[src/rtl/lcd_init_seq.sv]
// lcd_init_seq: HD44780 power-on initialisation sequencer.
// It walks the power wait, three wake transfers, the optional 4-bit switch and
// five configuration commands. It drives the strobe/timing module through
// start_timing/timing_done, then parks in DONE so the normal write path can
// take over.
// Optional feature: define LCD_INIT_REINIT_EN to allow reinit_req in DONE to
// rerun the sequence from WAKE1 without the power wait.
module lcd_init_seq #(
    parameter int CLK_HZ     = 25000000,
    parameter bit BUS_8BIT   = 1'b0,
    parameter bit TWO_LINE   = 1'b1,
    parameter bit FONT_5X10  = 1'b0,
    parameter bit ENTRY_INC  = 1'b1,
    parameter bit CURSOR_ON  = 1'b0,
    parameter bit BLINK_ON   = 1'b0,
    parameter int T_POWER_US = 15000,
    parameter int T_WAKE1_US = 4100,
    parameter int T_WAKE2_US = 100,
    parameter int T_CMD_US   = 40,
    parameter int T_CLEAR_US = 1640
) (
    input  logic       clk,
    input  logic       rst,
    input  logic       timing_done,
    input  logic       reinit_req,
    output logic       start_timing,
    output logic [7:0] data_out,
    output logic       rs_out,
    output logic       init_active,
    output logic       init_done,
    output logic [3:0] step
);

    // Wait times in clock cycles (cycles per microsecond is truncated first).
    localparam int CYC_PER_US = CLK_HZ / 1000000;
    localparam int D_POWER    = CYC_PER_US * T_POWER_US;
    localparam int D_WAKE1    = CYC_PER_US * T_WAKE1_US;
    localparam int D_WAKE2    = CYC_PER_US * T_WAKE2_US;
    localparam int D_CMD      = CYC_PER_US * T_CMD_US;
    localparam int D_CLEAR    = CYC_PER_US * T_CLEAR_US;

    function automatic int max2(input int a, input int b);
        return (a > b) ? a : b;
    endfunction

    localparam int D_MAX = max2(max2(D_POWER, D_WAKE1), max2(max2(D_WAKE2, D_CMD), D_CLEAR));
    localparam int CNT_W = $clog2(D_MAX) + 1;

    // Step indices as exposed on the step port.
    localparam logic [3:0] STEP_PWR   = 4'd0;
    localparam logic [3:0] STEP_WAKE1 = 4'd1;
    localparam logic [3:0] STEP_WAKE2 = 4'd2;
    localparam logic [3:0] STEP_WAKE3 = 4'd3;
    localparam logic [3:0] STEP_SET4  = 4'd4;
    localparam logic [3:0] STEP_FSET  = 4'd5;
    localparam logic [3:0] STEP_DOFF  = 4'd6;
    localparam logic [3:0] STEP_CLR   = 4'd7;
    localparam logic [3:0] STEP_ENTRY = 4'd8;
    localparam logic [3:0] STEP_DON   = 4'd9;
    localparam logic [3:0] STEP_DONE  = 4'd10;

    // Transfer values. Wake values are already bus-width specific; the
    // command bytes are split into nibbles later when the bus is 4 bits wide.
    localparam logic [7:0] WAKE_BYTE  = BUS_8BIT ? 8'h30 : 8'h03;
    localparam logic [7:0] SET4_BYTE  = 8'h02;
    localparam logic [7:0] FSET_BYTE  = {3'b001, BUS_8BIT, TWO_LINE, FONT_5X10, 2'b00};
    localparam logic [7:0] DOFF_BYTE  = 8'h08;
    localparam logic [7:0] CLR_BYTE   = 8'h01;
    localparam logic [7:0] ENTRY_BYTE = {5'b00000, 1'b1, ENTRY_INC, 1'b0};
    localparam logic [7:0] DON_BYTE   = {4'b0000, 2'b11, CURSOR_ON, BLINK_ON};

    typedef enum logic [2:0] {
        S_IDLE,
        S_PWR,
        S_SEND,
        S_WAIT_XFER,
        S_DELAY,
        S_DONE
    } state_t;

    state_t           state_q, state_d;
    logic [3:0]       step_q, step_d;
    logic             nib_q, nib_d;       // 1 while sending the low nibble
    logic [CNT_W-1:0] cnt_q, cnt_d;
    logic [7:0]       data_q, data_d;

    // Per-step command byte and post-step wait (minus one, as loaded into cnt).
    logic [7:0]       cmd_tab   [16];
    logic [CNT_W-1:0] delay_tab [16];

    generate
        for (genvar gi = 0; gi < 16; gi++) begin : g_step_tab
            localparam int D_STEP =
                (gi == int'(STEP_WAKE1)) ? D_WAKE1 :
                (gi == int'(STEP_WAKE2)) ? D_WAKE2 :
                (gi == int'(STEP_CLR))   ? D_CLEAR : D_CMD;
            localparam logic [7:0] CMD_STEP =
                (gi >= int'(STEP_WAKE1) && gi <= int'(STEP_WAKE3)) ? WAKE_BYTE :
                (gi == int'(STEP_SET4))  ? SET4_BYTE  :
                (gi == int'(STEP_FSET))  ? FSET_BYTE  :
                (gi == int'(STEP_DOFF))  ? DOFF_BYTE  :
                (gi == int'(STEP_CLR))   ? CLR_BYTE   :
                (gi == int'(STEP_ENTRY)) ? ENTRY_BYTE :
                (gi == int'(STEP_DON))   ? DON_BYTE   : 8'h00;
            assign cmd_tab[gi]   = CMD_STEP;
            assign delay_tab[gi] = CNT_W'(D_STEP - 1);
        end
    endgenerate

    // Step-derived helpers: following step, its first transfer value, the low
    // nibble of the current command, and whether the current step is a pair.
    logic [3:0] step_nx;
    logic [7:0] nx_cmd;
    logic [7:0] nx_first;
    logic [7:0] cur_low;
    logic       two_xfer;

    // Derive the next step and the values it will put on the bus.
    always_comb begin
        step_nx  = (BUS_8BIT && step_q == STEP_WAKE3) ? STEP_FSET : step_q + 4'd1;
        nx_cmd   = cmd_tab[step_nx];
        nx_first = (!BUS_8BIT && step_nx >= STEP_FSET) ? {4'h0, nx_cmd[7:4]} : nx_cmd;
        cur_low  = {4'h0, cmd_tab[step_q][3:0]};
        two_xfer = !BUS_8BIT && (step_q >= STEP_FSET) && (step_q <= STEP_DON);
    end

    // Sequencer next-state logic.
    always_comb begin
        state_d = state_q;
        step_d  = step_q;
        nib_d   = nib_q;
        cnt_d   = cnt_q;
        data_d  = data_q;
        case (state_q)
            S_IDLE: begin
                // First cycle out of reset: begin the power-on wait.
                state_d = S_PWR;
                step_d  = STEP_PWR;
                cnt_d   = CNT_W'(D_POWER - 1);
            end
            S_PWR: begin
                if (cnt_q == '0) begin
                    state_d = S_SEND;
                    step_d  = STEP_WAKE1;
                    nib_d   = 1'b0;
                    data_d  = WAKE_BYTE;
                end else begin
                    cnt_d = cnt_q - CNT_W'(1);
                end
            end
            S_SEND: begin
                state_d = S_WAIT_XFER;
            end
            S_WAIT_XFER: begin
                if (timing_done) begin
                    if (two_xfer && !nib_q) begin
                        // Low nibble goes out straight after the high one.
                        state_d = S_SEND;
                        nib_d   = 1'b1;
                        data_d  = cur_low;
                    end else if (step_q == STEP_DON) begin
                        // Last command: no settle delay before handing over.
                        state_d = S_DONE;
                        step_d  = STEP_DONE;
                    end else begin
                        state_d = S_DELAY;
                        cnt_d   = delay_tab[step_q];
                    end
                end
            end
            S_DELAY: begin
                if (cnt_q == '0) begin
                    state_d = S_SEND;
                    step_d  = step_nx;
                    nib_d   = 1'b0;
                    data_d  = nx_first;
                end else begin
                    cnt_d = cnt_q - CNT_W'(1);
                end
            end
            S_DONE: begin
`ifdef LCD_INIT_REINIT_EN
                // Rerun from WAKE1; the panel is already powered.
                if (reinit_req) begin
                    state_d = S_SEND;
                    step_d  = STEP_WAKE1;
                    nib_d   = 1'b0;
                    data_d  = WAKE_BYTE;
                end
`else
                // DONE is terminal until reset; the request has no effect.
                if (reinit_req) begin
                    state_d = S_DONE;
                end
`endif
            end
            default: begin
                state_d = S_IDLE;
            end
        endcase
    end

    // Sequencer state register with synchronous reset.
    always_ff @(posedge clk) begin
        if (rst) begin
            state_q <= S_IDLE;
            step_q  <= STEP_PWR;
            nib_q   <= 1'b0;
            cnt_q   <= '0;
            data_q  <= 8'h00;
        end else begin
            state_q <= state_d;
            step_q  <= step_d;
            nib_q   <= nib_d;
            cnt_q   <= cnt_d;
            data_q  <= data_d;
        end
    end

    assign start_timing = (state_q == S_SEND);
    assign data_out     = data_q;
    assign rs_out       = 1'b0;
    assign init_active  = (state_q != S_IDLE) && (state_q != S_DONE);
    assign init_done    = (state_q == S_DONE);
    assign step         = step_q;

endmodule
[config.mk]
export PLATFORM = sky130hd
export DESIGN_NAME = lcd_init_seq
export DESIGN_NICKNAME = d
export VERILOG_FILES = /design/src/rtl/lcd_init_seq.sv
export SDC_FILE = /design/constraint.sdc
export NUM_CORES = 1
export LEC_CHECK = 0
export ABC_AREA = 1
export CORE_MARGIN = 2
export CORE_UTILIZATION = 29
export CTS_CLUSTER_SIZE = 8
export DETAILED_ROUTE_END_ITERATION = 7
export PLACE_DENSITY_LB_ADDON = 0.15
export SYNTH_ARGS = -nofsm -noshare
export SYNTH_HDL_FRONTEND = slang
export SYNTH_SLANG_ARGS = --single-unit
[constraint.sdc]
create_clock -name clk -period 5.3 [get_ports clk]
set_clock_uncertainty 0.2 [all_clocks]
set_input_delay 1.06 -clock clk [delete_from_list [all_inputs] [get_ports clk]]
set_output_delay 1.06 -clock clk [all_outputs]
set_load 0.01 [all_outputs]
==> metrics.md <==
| Metric | Value |
|---|---|
| CTS buffer count | `5` |
| Setup ws final | `approximately 2.3 ns` |
| RSZ-0062 raised after global routing | `false` |
| Clk sinks | `33` |
| Post-layout min period | `roughly 3 ns` |
| Final Core Density | `34.1%` |
| Root Driver | `clkbuf_8` |
| Hold Vio Cnt, Final | `0` |
| Post_cts resized | `0` |
| XOR/XNOR Fraction of Synth Area | `less than 1%` |
| Clock buffer depth | `2` |
| Synth area leaders | `dfxtp_1 26%, nand2_1 16%, nor2_1 14%` |
| Port bufs | `15` |
| Critical Path Start | `state_q[0]` |
| Final setup fails | `0` |
| TNS Setup | `0 ns` |
| Final wirelength | `between 7 and 8 mm` |
| DR vias/cell | `4.75` |
| Row count | `33` |
| PD cells | `567 nW/um2` |
| Core area | `~8300 um2` |
| Share of cells above drive strength 1 | `a little over 7%` |
| Fmax | `between 300 and 400 MHz` |
| Mean Syn Cell Area | `5.90 um2` |
| GRT Util Overall | `between 15 and 20%` |
| Synth cell types | `34` |
| DRC viols | `0` |
| Sequential fraction of the synthesis area | `approximately a quarter` |
| Die Ht | `roughly 97 um` |
| Post-CTS Repair Setup Buffers | `0` |
| Total iterations of the first detailed-routing run | `4` |
| Synthesized-area fraction occupied by and/or/nand/nor cells | `~46%` |
| Multi-input gate area | `between 1500 and 2000 um2` |
| Number of max-cap violations | `0` |
| Status | `finished, final reports clean` |
| P_leak | `roughly 1.3 nW` |
| Worst R2R Setup Slack | `between 2 and 3 ns` |
| Starting Density | `between 30 and 40%` |
| Crit Reg-Reg Endpoint | `cnt_q[7]` |
| Critical path capture point type | `output port` |
| Slew HR | `49.1%` |
| Post-DP HPWL | `about 5.4 mm` |
| CTS Hold Bufs | `0` |
| Worst reg2reg path depth | `12` |
| Adder-cell area share of the yosys netlist | `4.51%` |
| Clock insertion delay at the later pin of the skew report | `a little under 0.3 ns` |
| Top-area cell type share of the netlist area | `between 20% and 30%` |
| Largest family of logic cells by synthesized area | `simple AND/OR/NAND/NOR gates` |
| RePlAce Congestion | `0.911` |
| Hold path start | `data_out[5]` |
| Starting DRC count in detailed routing | `approximately 120` |
| Pre-CTS setup slack | `roughly 2.3 ns` |
| Yosys top cell by area | `dfxtp_1` |
| Yosys warns | `0` |
| Nets | `~450` |
| Final Max Tran Viols | `0` |
| H-tree levels | `2` |
| Worst-path clk slew | `approximately 0.070 ns` |
| Via count | `~2,600` |
| Post-DRT Antenna Nets | `0` |
| Crit path arrival time | `approximately 1.7 ns` |
| Routed length per placed instance | `13.1 um` |
| Worst setup path end | `init_done` |
| Worst Tran Pin Value | `between 0.7 and 0.8 ns` |
| Horiz. Die Dim | `approximately 97 um` |
| Total gr overflow | `0` |
| Sequential cell area | `661 um2` |
| Post-Syn Area | `about 2500 um2` |
| Die area | `between 9000 and 10,000 um2` |
| FF+latch count, synth | `33` |
| Fill cells | `around 940` |
| Compound-Gate Fraction of Synth Area | `11.8%` |
| Global-route wire length before repair | `11.9 mm` |
| Reg2reg start | `step[1]` |
| Mapped Cells | `423` |
| Final worst-path cycle share | `about 56%` |
| Critical path class | `reg -> out` |
| CP required | `about 4.0 ns` |
| Crit-path max FO | `6` |
| ANT cells | `0` |
| Worst vdd ir | `roughly 0.19 mV` |
| Mux cell area share after synthesis | `0%` |
| Initial antenna violation count | `0` |
| Vias in the first global route | `2,420` |
| Area Growth Syn to Fin | `12.9%` |
| CTS tree | `built` |
| I/O pin cnt | `20` |
| CP startpoint kind | `register` |
| Pin count of the biggest net entering global routing | `24` |
| Hold crit path type | `reg -> reg` |
==> cells in the final DEF, fill, tap and decap left out <==
master and n:
nand2_2 2, nor4_1 1, nor2_4 2, clkbuf_1 1
nand4_1 6, a31oi_1 2, o221ai_1 1, nand2_1 106
nor3_4 1, nand3_4 1, nor2_2 4, inv_1 44
nor2_1 91, inv_2 5, clkdlybuf4s50_1 15, a21o_1 1
or2_2 4, a21oi_1 26, a22oi_1 1, xor2_1 1
conb_1 4, nor3_1 3, o21ai_0 19, dfxtp_1 33
o211ai_1 1, and3_1 1, nand3b_1 1, clkinv_4 1
bufinv_16 1, ha_1 9, nand3_2 4, nand3_1 33
o21ai_1 5, clkbuf_8 6
==> final cells by class <==
class	count	share of cell area, %
Clock buffer	7	3.06
Timing Repair Buffer	15	5.33
Inverter	50	6.84
Tap cell	105	4.66
Clock inverter	1	1.07
Multi-Input combinational cell	330	55.6
Sequential cell	33	23.4
==> through the flow <==
step | cells | cell area, um2 | hold WS, ns | total power (W)
after floorplan | 426 | 2510 | 0.245 | 0.00112
after global placement | 533 | 2700 | 0.247 | 0.00135
after detailed placement | 533 | 2700 | 0.249 | 0.00135
after CTS | 541 | 2820 | 0.261 | 0.00161
after global routing | 541 | 2820 | 0.293 | 0.00177
final | 541 | 2820 | 0.257 | 0.00160
==> how the worst min path moves through the flow <==
stage,to,slack [ns],cells past startpoint
floorplan,nib_q,0.25,2
global placement,data_out[5],0.25,2
detailed placement,data_out[5],0.25,2
CTS,data_out[5],0.26,2
global route,data_out[5],0.29,2
finish,data_out[5],0.26,2
==> worst max-delay path, cell delays in order, from the launching register on <==
cell             delay, ns
dfxtp_1               0.47
nand2_1               0.13
nor2_1                0.24
clkdlybuf4s50_1       0.59
==> Yosys cell counts <==
| library cell | n |
|---|---|
| a21o_1 | 1 |
| a21oi_1 | 26 |
| a22oi_1 | 1 |
| a31oi_1 | 2 |
| and3_1 | 1 |
| buf_2 | 3 |
| buf_4 | 5 |
| buf_6 | 2 |
| clkbuf_1 | 3 |
| clkinv_4 | 1 |
| conb_1 | 1 |
| dfxtp_1 | 33 |
| ha_1 | 9 |
| inv_1 | 44 |
| inv_2 | 5 |
| nand2_1 | 106 |
| nand2_2 | 2 |
| nand3_1 | 33 |
| nand3_2 | 4 |
| nand3_4 | 1 |
| nand3b_1 | 1 |
| nand4_1 | 6 |
| nor2_1 | 91 |
| nor2_2 | 4 |
| nor2_4 | 2 |
| nor3_1 | 3 |
| nor3_4 | 1 |
| nor4_1 | 1 |
| o211ai_1 | 1 |
| o21ai_0 | 19 |
| o21ai_1 | 5 |
| o221ai_1 | 1 |
| or2_2 | 4 |
| xor2_1 | 1 |
==> power by group <==
| group | internal [W] | switching (W) | total [W] |
|---|---|---|---|
| Sequential | 0.000328 | 0.000101 | 0.000428 |
| Clock | 0.000153 | 0.000100 | 0.000254 |
| Combinational | 0.000302 | 0.000614 | 0.000916 |
==> state kept, by name, summed over array words and instances (netlist names) <==
| name | flops |
|---|---|
| cnt_q | 20 |
| data_out | 5 |
| step | 4 |
| state_q | 3 |
| nib_q | 1 |
==> kinds of logic after synthesis <==
logic type	count (synthesis)
AND/OR/NAND/NOR	260
buffers and inverters	63
AO/OA/AOI/OAI	56
flip-flops	33
adder cells (fa/ha/maj)	9
XOR/XNOR	1
other	1
==> per-layer routing <==
layer	routed length (um)	up-vias	GRT usage [%]
li1	-	1362	-
met1	3510	1160	21.1
met2	3220	40	25.2
met3	262	9	2.46
met4	97	0	4.33
met5	0	-	0
(Power assumes the default switching activity.)
